`src/rtl/stim_resp_harness.sv`:
```
// -----------------------------------------------------------------------------
// stim_resp_harness
//
// Stimulus player and response compactor for netlist equivalence fuzzing.
// A small memory holds up to DEPTH input vectors. A run first applies an
// all-zero vector, then vectors mem[0..n-1], each held for HOLD cycles. At the
// last cycle of each hold period the DUT response is captured and folded into
// a MISR signature, so two netlists can be compared by one word.
//
// Ports
//   clk, rst      clock, synchronous active-high reset
//   start         begin a run (ignored while busy)
//   num_vec       vectors to play, clamped to DEPTH, sampled with start
//   load_we       memory write strobe (ignored while busy)
//   load_addr     memory write address (addresses >= DEPTH are dropped)
//   load_data     memory write data
//   stim          vector presented to the DUT
//   resp          DUT response
//   resp_valid    one-cycle pulse per captured response
//   resp_q        captured response
//   vec_idx       vector being applied (0 = zero vector, i = mem[i-1])
//   sig           running MISR signature
//   busy          run in progress
//   done          run complete, held until next start or reset
// -----------------------------------------------------------------------------
module stim_resp_harness #(
    parameter int               IN_W  = 75,
    parameter int               OUT_W = 166,
    parameter int               DEPTH = 32,
    parameter int               HOLD  = 1,
    parameter int               SIG_W = 32,
    parameter logic [SIG_W-1:0] POLY  = 32'h04C11DB7,
    parameter int               IDX_W = $clog2(DEPTH + 1)
) (
    input  logic             clk,
    input  logic             rst,
    input  logic             start,
    input  logic [IDX_W-1:0] num_vec,
    input  logic             load_we,
    input  logic [IDX_W-1:0] load_addr,
    input  logic [IN_W-1:0]  load_data,
    output logic [IN_W-1:0]  stim,
    input  logic [OUT_W-1:0] resp,
    output logic             resp_valid,
    output logic [OUT_W-1:0] resp_q,
    output logic [IDX_W-1:0] vec_idx,
    output logic [SIG_W-1:0] sig,
    output logic             busy,
    output logic             done
);

    // Memory address width: IDX_W carries one extra bit so it can hold DEPTH.
    localparam int AW    = (DEPTH > 1) ? $clog2(DEPTH) : 1;
    localparam int HW    = (HOLD > 1) ? $clog2(HOLD) : 1;
    localparam int NSL   = (OUT_W + SIG_W - 1) / SIG_W;
    localparam int PAD_W = NSL * SIG_W;

    localparam logic [HW-1:0]    HOLD_LAST = HW'(HOLD - 1);
    localparam logic [IDX_W-1:0] DEPTH_C   = IDX_W'(DEPTH);

    typedef enum logic [1:0] {
        IDLE,
        ZERO,
        RUN,
        DONE
    } state_t;

    state_t           state_q, state_d;
    logic [HW-1:0]    hold_q, hold_d;
    logic [IDX_W-1:0] n_q, n_d;
    logic [IDX_W-1:0] vec_idx_q, vec_idx_d;
    logic [IN_W-1:0]  stim_q, stim_d;
    logic [SIG_W-1:0] sig_q, sig_d;
    logic [OUT_W-1:0] resp_hold_q, resp_hold_d;
    logic             resp_valid_q, resp_valid_d;
    logic             busy_q, busy_d;
    logic             done_q, done_d;

    // ------------------------------------------------------------------
    // Stimulus memory. Read is asynchronous so the next vector can be
    // loaded into stim on the same edge that captures the current one.
    // ------------------------------------------------------------------
    logic [IN_W-1:0] mem [DEPTH];

    always_ff @(posedge clk) begin
        if (load_we && !busy_q && (load_addr < DEPTH_C)) begin
            mem[load_addr[AW-1:0]] <= load_data;
        end
    end

    // ------------------------------------------------------------------
    // Response fold: XOR of all SIG_W-bit slices, top slice zero-padded.
    // ------------------------------------------------------------------
    logic [PAD_W-1:0] resp_pad;
    logic [SIG_W-1:0] slice [NSL];
    logic [SIG_W-1:0] fold_v;
    logic [SIG_W-1:0] misr_next;

    assign resp_pad = PAD_W'(resp);

    generate
        for (genvar gi = 0; gi < NSL; gi++) begin : g_slice
            assign slice[gi] = resp_pad[gi*SIG_W +: SIG_W];
        end
    endgenerate

    always_comb begin
        fold_v = '0;
        for (int i = 0; i < NSL; i++) begin
            fold_v = fold_v ^ slice[i];
        end
    end

    assign misr_next = {sig_q[SIG_W-2:0], 1'b0}
                     ^ (sig_q[SIG_W-1] ? POLY : '0)
                     ^ fold_v;

    logic capture;
    assign capture = (hold_q == HOLD_LAST);

    // ------------------------------------------------------------------
    // Next-state logic
    // ------------------------------------------------------------------
    always_comb begin
        state_d      = state_q;
        hold_d       = hold_q;
        n_d          = n_q;
        vec_idx_d    = vec_idx_q;
        stim_d       = stim_q;
        sig_d        = sig_q;
        resp_hold_d  = resp_hold_q;
        resp_valid_d = 1'b0;
        busy_d       = busy_q;
        done_d       = done_q;

        case (state_q)
            IDLE, DONE: begin
                if (start) begin
                    state_d   = ZERO;
                    sig_d     = '0;
                    vec_idx_d = '0;
                    hold_d    = '0;
                    done_d    = 1'b0;
                    busy_d    = 1'b1;
                    stim_d    = '0;
                    n_d       = (num_vec > DEPTH_C) ? DEPTH_C : num_vec;
                end
            end

            ZERO, RUN: begin
                if (capture) begin
                    resp_hold_d  = resp;
                    resp_valid_d = 1'b1;
                    sig_d        = misr_next;
                    hold_d       = '0;
                    // In ZERO vec_idx is 0, so the same test covers both the
                    // n=0 exit and the ordinary "more vectors left" case.
                    if (vec_idx_q < n_q) begin
                        state_d   = RUN;
                        stim_d    = mem[vec_idx_q[AW-1:0]];
                        vec_idx_d = vec_idx_q + 1'b1;
                    end else begin
                        state_d = DONE;
                        busy_d  = 1'b0;
                        done_d  = 1'b1;
                        stim_d  = '0;
                    end
                end else begin
                    hold_d = hold_q + 1'b1;
                end
            end

            default: state_d = IDLE;
        endcase
    end

    // ------------------------------------------------------------------
    // State registers
    // ------------------------------------------------------------------
    always_ff @(posedge clk) begin
        if (rst) begin
            state_q      <= IDLE;
            hold_q       <= '0;
            n_q          <= '0;
            vec_idx_q    <= '0;
            stim_q       <= '0;
            sig_q        <= '0;
            resp_hold_q  <= '0;
            resp_valid_q <= 1'b0;
            busy_q       <= 1'b0;
            done_q       <= 1'b0;
        end else begin
            state_q      <= state_d;
            hold_q       <= hold_d;
            n_q          <= n_d;
            vec_idx_q    <= vec_idx_d;
            stim_q       <= stim_d;
            sig_q        <= sig_d;
            resp_hold_q  <= resp_hold_d;
            resp_valid_q <= resp_valid_d;
            busy_q       <= busy_d;
            done_q       <= done_d;
        end
    end

    assign stim       = stim_q;
    assign resp_valid = resp_valid_q;
    assign resp_q     = resp_hold_q;
    assign vec_idx    = vec_idx_q;
    assign sig        = sig_q;
    assign busy       = busy_q;
    assign done       = done_q;

endmodule

```
`config.mk`:
```
export PLATFORM = sky130hd
export DESIGN_NAME = stim_resp_harness
export DESIGN_NICKNAME = d
export VERILOG_FILES = /design/src/rtl/stim_resp_harness.sv
export SDC_FILE = /design/constraint.sdc
export NUM_CORES = 2
export LEC_CHECK = 0
export ABC_AREA = 1
export ABC_CLOCK_PERIOD_IN_PS = 11900
export CORE_MARGIN = 8
export CORE_UTILIZATION = 63
export DETAILED_ROUTE_END_ITERATION = 10
export MAX_ROUTING_LAYER = met4
export PLACE_DENSITY = 0.86
export RECOVER_POWER = 100
export SLEW_MARGIN = 10
export SYNTH_ARGS = -nofsm -noshare
export SYNTH_HDL_FRONTEND = slang
export SYNTH_SLANG_ARGS = --single-unit
```
`constraint.sdc`:
```
create_clock -name clk -period 11.9 [get_ports clk]
set_clock_uncertainty 0.2 [all_clocks]
set_input_delay 2.38 -clock clk [delete_from_list [all_inputs] [get_ports clk]]
set_output_delay 2.38 -clock clk [all_outputs]
set_load 0.005 [all_outputs]
```
==> key figures <==
Outcome
  • Outcome: complete, but fails checks
  • Failing checks: max-capacitance violations, max-slew violations

Critical path
  • Worst setup startpoint: load_we
  • Worst R2R Start: state_q[1]
  • Critical Path Source Type: input port
  • CP required: approximately 12 ns
  • Crit Path Class: input port to register
  • Worst path arrival time: around 9.1 ns
  • Critical path peak fanout: ~60
  • Crit path capture type: register

Detailed routing
  • Vias per cell: 6.47
  • Pre-Repair DR Iteration Count: 6
  • Residual DRC count: 0
  • Routed length per instance: 26.2 µm
  • DRT Wirelength: around 310000 µm
  • Post-route ant nets: 0
  • DR vias: ~78000
  • Starting DRT DRC Count: 11900

Place
  • Gpl congestion: around 0.96
  • Dpl cell area: 0.114 mm²
  • Port buffer count: between 500 and 600
  • Post-DP HPWL: 172000 µm

Power and ir drop
  • Psw: 6.69 mW
  • Sequential Power Share: 0.466
  • Power Density: 191 mW/mm²
  • Peak supply drop: about 0.19 mV
  • Clk network pwr share: 0.349
  • Switching part of the total: 0.287
  • Comb pwr share: 0.185
  • Leakage: ~44 nW
  • Internal power: between 15 and 20 mW

Global routing
  • GRT Util Overall: 0.339
  • Pin count of the biggest net entering global routing: 214
  • Antenna violations before repair: 18
  • Vias in the first global route: between 70000 and 80000
  • First-pass GRT wire length: 465000 µm
  • GR Overflow Total: 0

Timing
  • Fin. max-slew vios: around 2300
  • Final Cycle Share: 0.745
  • Worst Max-Slew Pin Slew: approximately 5.7 ns
  • Period minus WS final: just under 9 ns
  • Setup violators final: 0
  • RSZ-0062 raised after global routing: false
  • Final hold violation count: 0
  • Fmax: 0.113 GHz
  • Setup TNS: 0 ns
  • Slew HR: -2.77

Clock tree
  • Hold buffers post-CTS: 0
  • CTS tree: done
  • Setup Buffers After CTS: 0
  • CTS sink count: about 2700
  • Clock transition at path regs: about 0.060 ns
  • Total CTS buffers: between 200 and 300
  • Bufs on Longest Clock Path: 4
  • Clk root buf: clkbuf_16
  • H-tree levels: 5
  • Clk_lat worst skew: between 0.9 and 1 ns
  • Post-cts resize count: 0

Yosys
  • Syn Inst Count: between 9000 and 10000
  • Synth top cells by count: nand2_1, edfxtp_1, nand3_1
  • Mapped cell area: between 0.1 and 0.15 mm²
  • Post-synthesis sequential area ratio: 0.727
  • Main synth FF type: edfxtp_1
  • Cell taking the most area after synthesis: edfxtp_1
  • Syn_nets: between 9000 and 10000
  • Post-synthesis cell type count: 36
  • Number of synthesized flops with an enable pin: between 2000 and 2500
  • Synth Register Bits: 2695
  • Mean post-synth cell area: roughly 12 µm²
  • Top cell type's share of synthesized area: 0.672
  • Yosys warns: 0
  • Synth area leaders: edfxtp_1, nand3_1, nand2_1
  • Most instantiated library cell after synthesis: nand2_1
  • Post-synth ARST share: 0

Floorplanning
  • Cell Rows: roughly 150
  • Die height: between 400 and 500 µm
  • Die Span X: between 400 and 500 µm
  • Initial Util: 0.633
  • Core box area: 0.169 mm²
  • Ports: between 500 and 600
  • Die ar.: ~0.18 mm²

Layout
  • Nets@finish: ~9800
  • Post-route cell area: approximately 0.12 mm²
  • Layout cells sized above 1: 0.0466
  • Syn-to-layout area delta: 13.6%

Min path
  • Worst Hold Class: register to register
  • Hold Startpoint: stim[67]

Run
  • # Max-Cap Violations: between 60 and 70
[state kept, by name (all words and copies together) (netlist names), named ones only]
signal      count
busy            1
done            1
mem          2400
n_q             6
resp_q        166
resp_valid      1
sig            32
state_q         2
stim           75
vec_idx         6
[final cells by class]
class	instances	area (µm²)
Clock inverter	111	811
Multi-Input combinational cell	5889	26300
Fill cell	10300	47500
Clock buffer	353	7450
Sequential cell	2695	78000
Antenna cell	9	22.5
Tap cell	2218	2780
Inverter	60	268
Timing Repair Buffer	651	6110
[stage by stage]
step | setup WS [ns] | util | instances | hold WS [ns] | power, mW
detailed placement | 5.18 | 0.673 | 11500 | 0.261 | 15.3
CTS | 6.12 | 0.721 | 12000 | 0.273 | 23.3
global route | 3.02 | 0.719 | 12000 | 0.286 | 24.0
floorplan | 5.04 | - | 9247 | 0.243 | 13.6
finish | 3.03 | 0.719 | 12000 | 0.265 | 23.3
global placement | 5.25 | 0.673 | 11500 | 0.262 | 15.2
[cells by family after synthesis]
| kind of cell | synth area share |
|---|---|
| AOI/OAI and AO/OA | 0.0118 |
| buffers and inverters | 0.0281 |
| and+or+nand+nor | 0.221 |
| xor gates and xnor gates | 0.0115 |
| adders and majority gates | 0.000700 |
| DFF | 0.727 |
[placed cells by master (no fill, tap or decap), types with 2 or more instances in the layout]
cell	n
a21oi_1	42
buf_12	8
buf_4	58
bufinv_16	10
clkbuf_1	117
clkbuf_16	285
clkbuf_8	6
clkdlybuf4s50_1	179
clkinv_1	47
clkinv_2	39
clkinv_4	4
clkinv_8	2
clkinvlp_4	3
dfxtp_1	290
dfxtp_4	5
diode_2	9
dlygate4sd3_1	351
edfxtp_1	2400
ha_1	6
inv_1	51
inv_2	2
inv_4	2
inv_6	5
inv_8	5
nand2_1	2785
nand3_1	2352
nand3b_1	5
nand4_1	4
nor2_1	324
nor2_4	16
o21ai_0	200
or2_2	2
xnor2_1	81
xor2_1	60
[worst paths after layout]
| check | endpoint | slack (ns) | depth (start not counted) |
|---|---|---|---|
| worst max register to register | stim[28] | 4.26 | 11 |
| worst min-delay path | stim[67] | 0.26 | 2 |
| worst min register to register | stim[67] | 0.26 | 2 |
| worst max-delay path | mem[3][37] | 3.03 | 6 |
[per-layer routing]
| layer | vias up | track usage | part of all wire |
|---|---|---|---|
| met5 | - | - | 0 |
| met4 | 0 | 0.204 | 0.073 |
| met3 | 1291 | 0.0646 | 0.12 |
| met2 | 6488 | 0.547 | 0.48 |
| met1 | 36700 | 0.400 | 0.32 |
| li1 | 33100 | - | - |
[power by group through the flow]
| stage | clock, mW | combinational (mW) | sequential, mW |
|---|---|---|---|
| after floorplan | 0 | 2.59 | 11.0 |
| after global placement | 0 | 4.15 | 11.0 |
| after detailed placement | 0 | 4.30 | 11.1 |
| after CTS | 8.13 | 4.36 | 10.9 |
| after global routing | 8.47 | 4.66 | 10.9 |
| final | 8.12 | 4.31 | 10.8 |
[critical path, stage by stage]
cell and delay, ns:
dlygate4sd3_1 0.51, nor3b_1 0.19, clkbuf_1 0.53, nand3_1 0.60
nor2_1 1.60, clkbuf_1 3.18
Power figures use the tool's default switching activity.
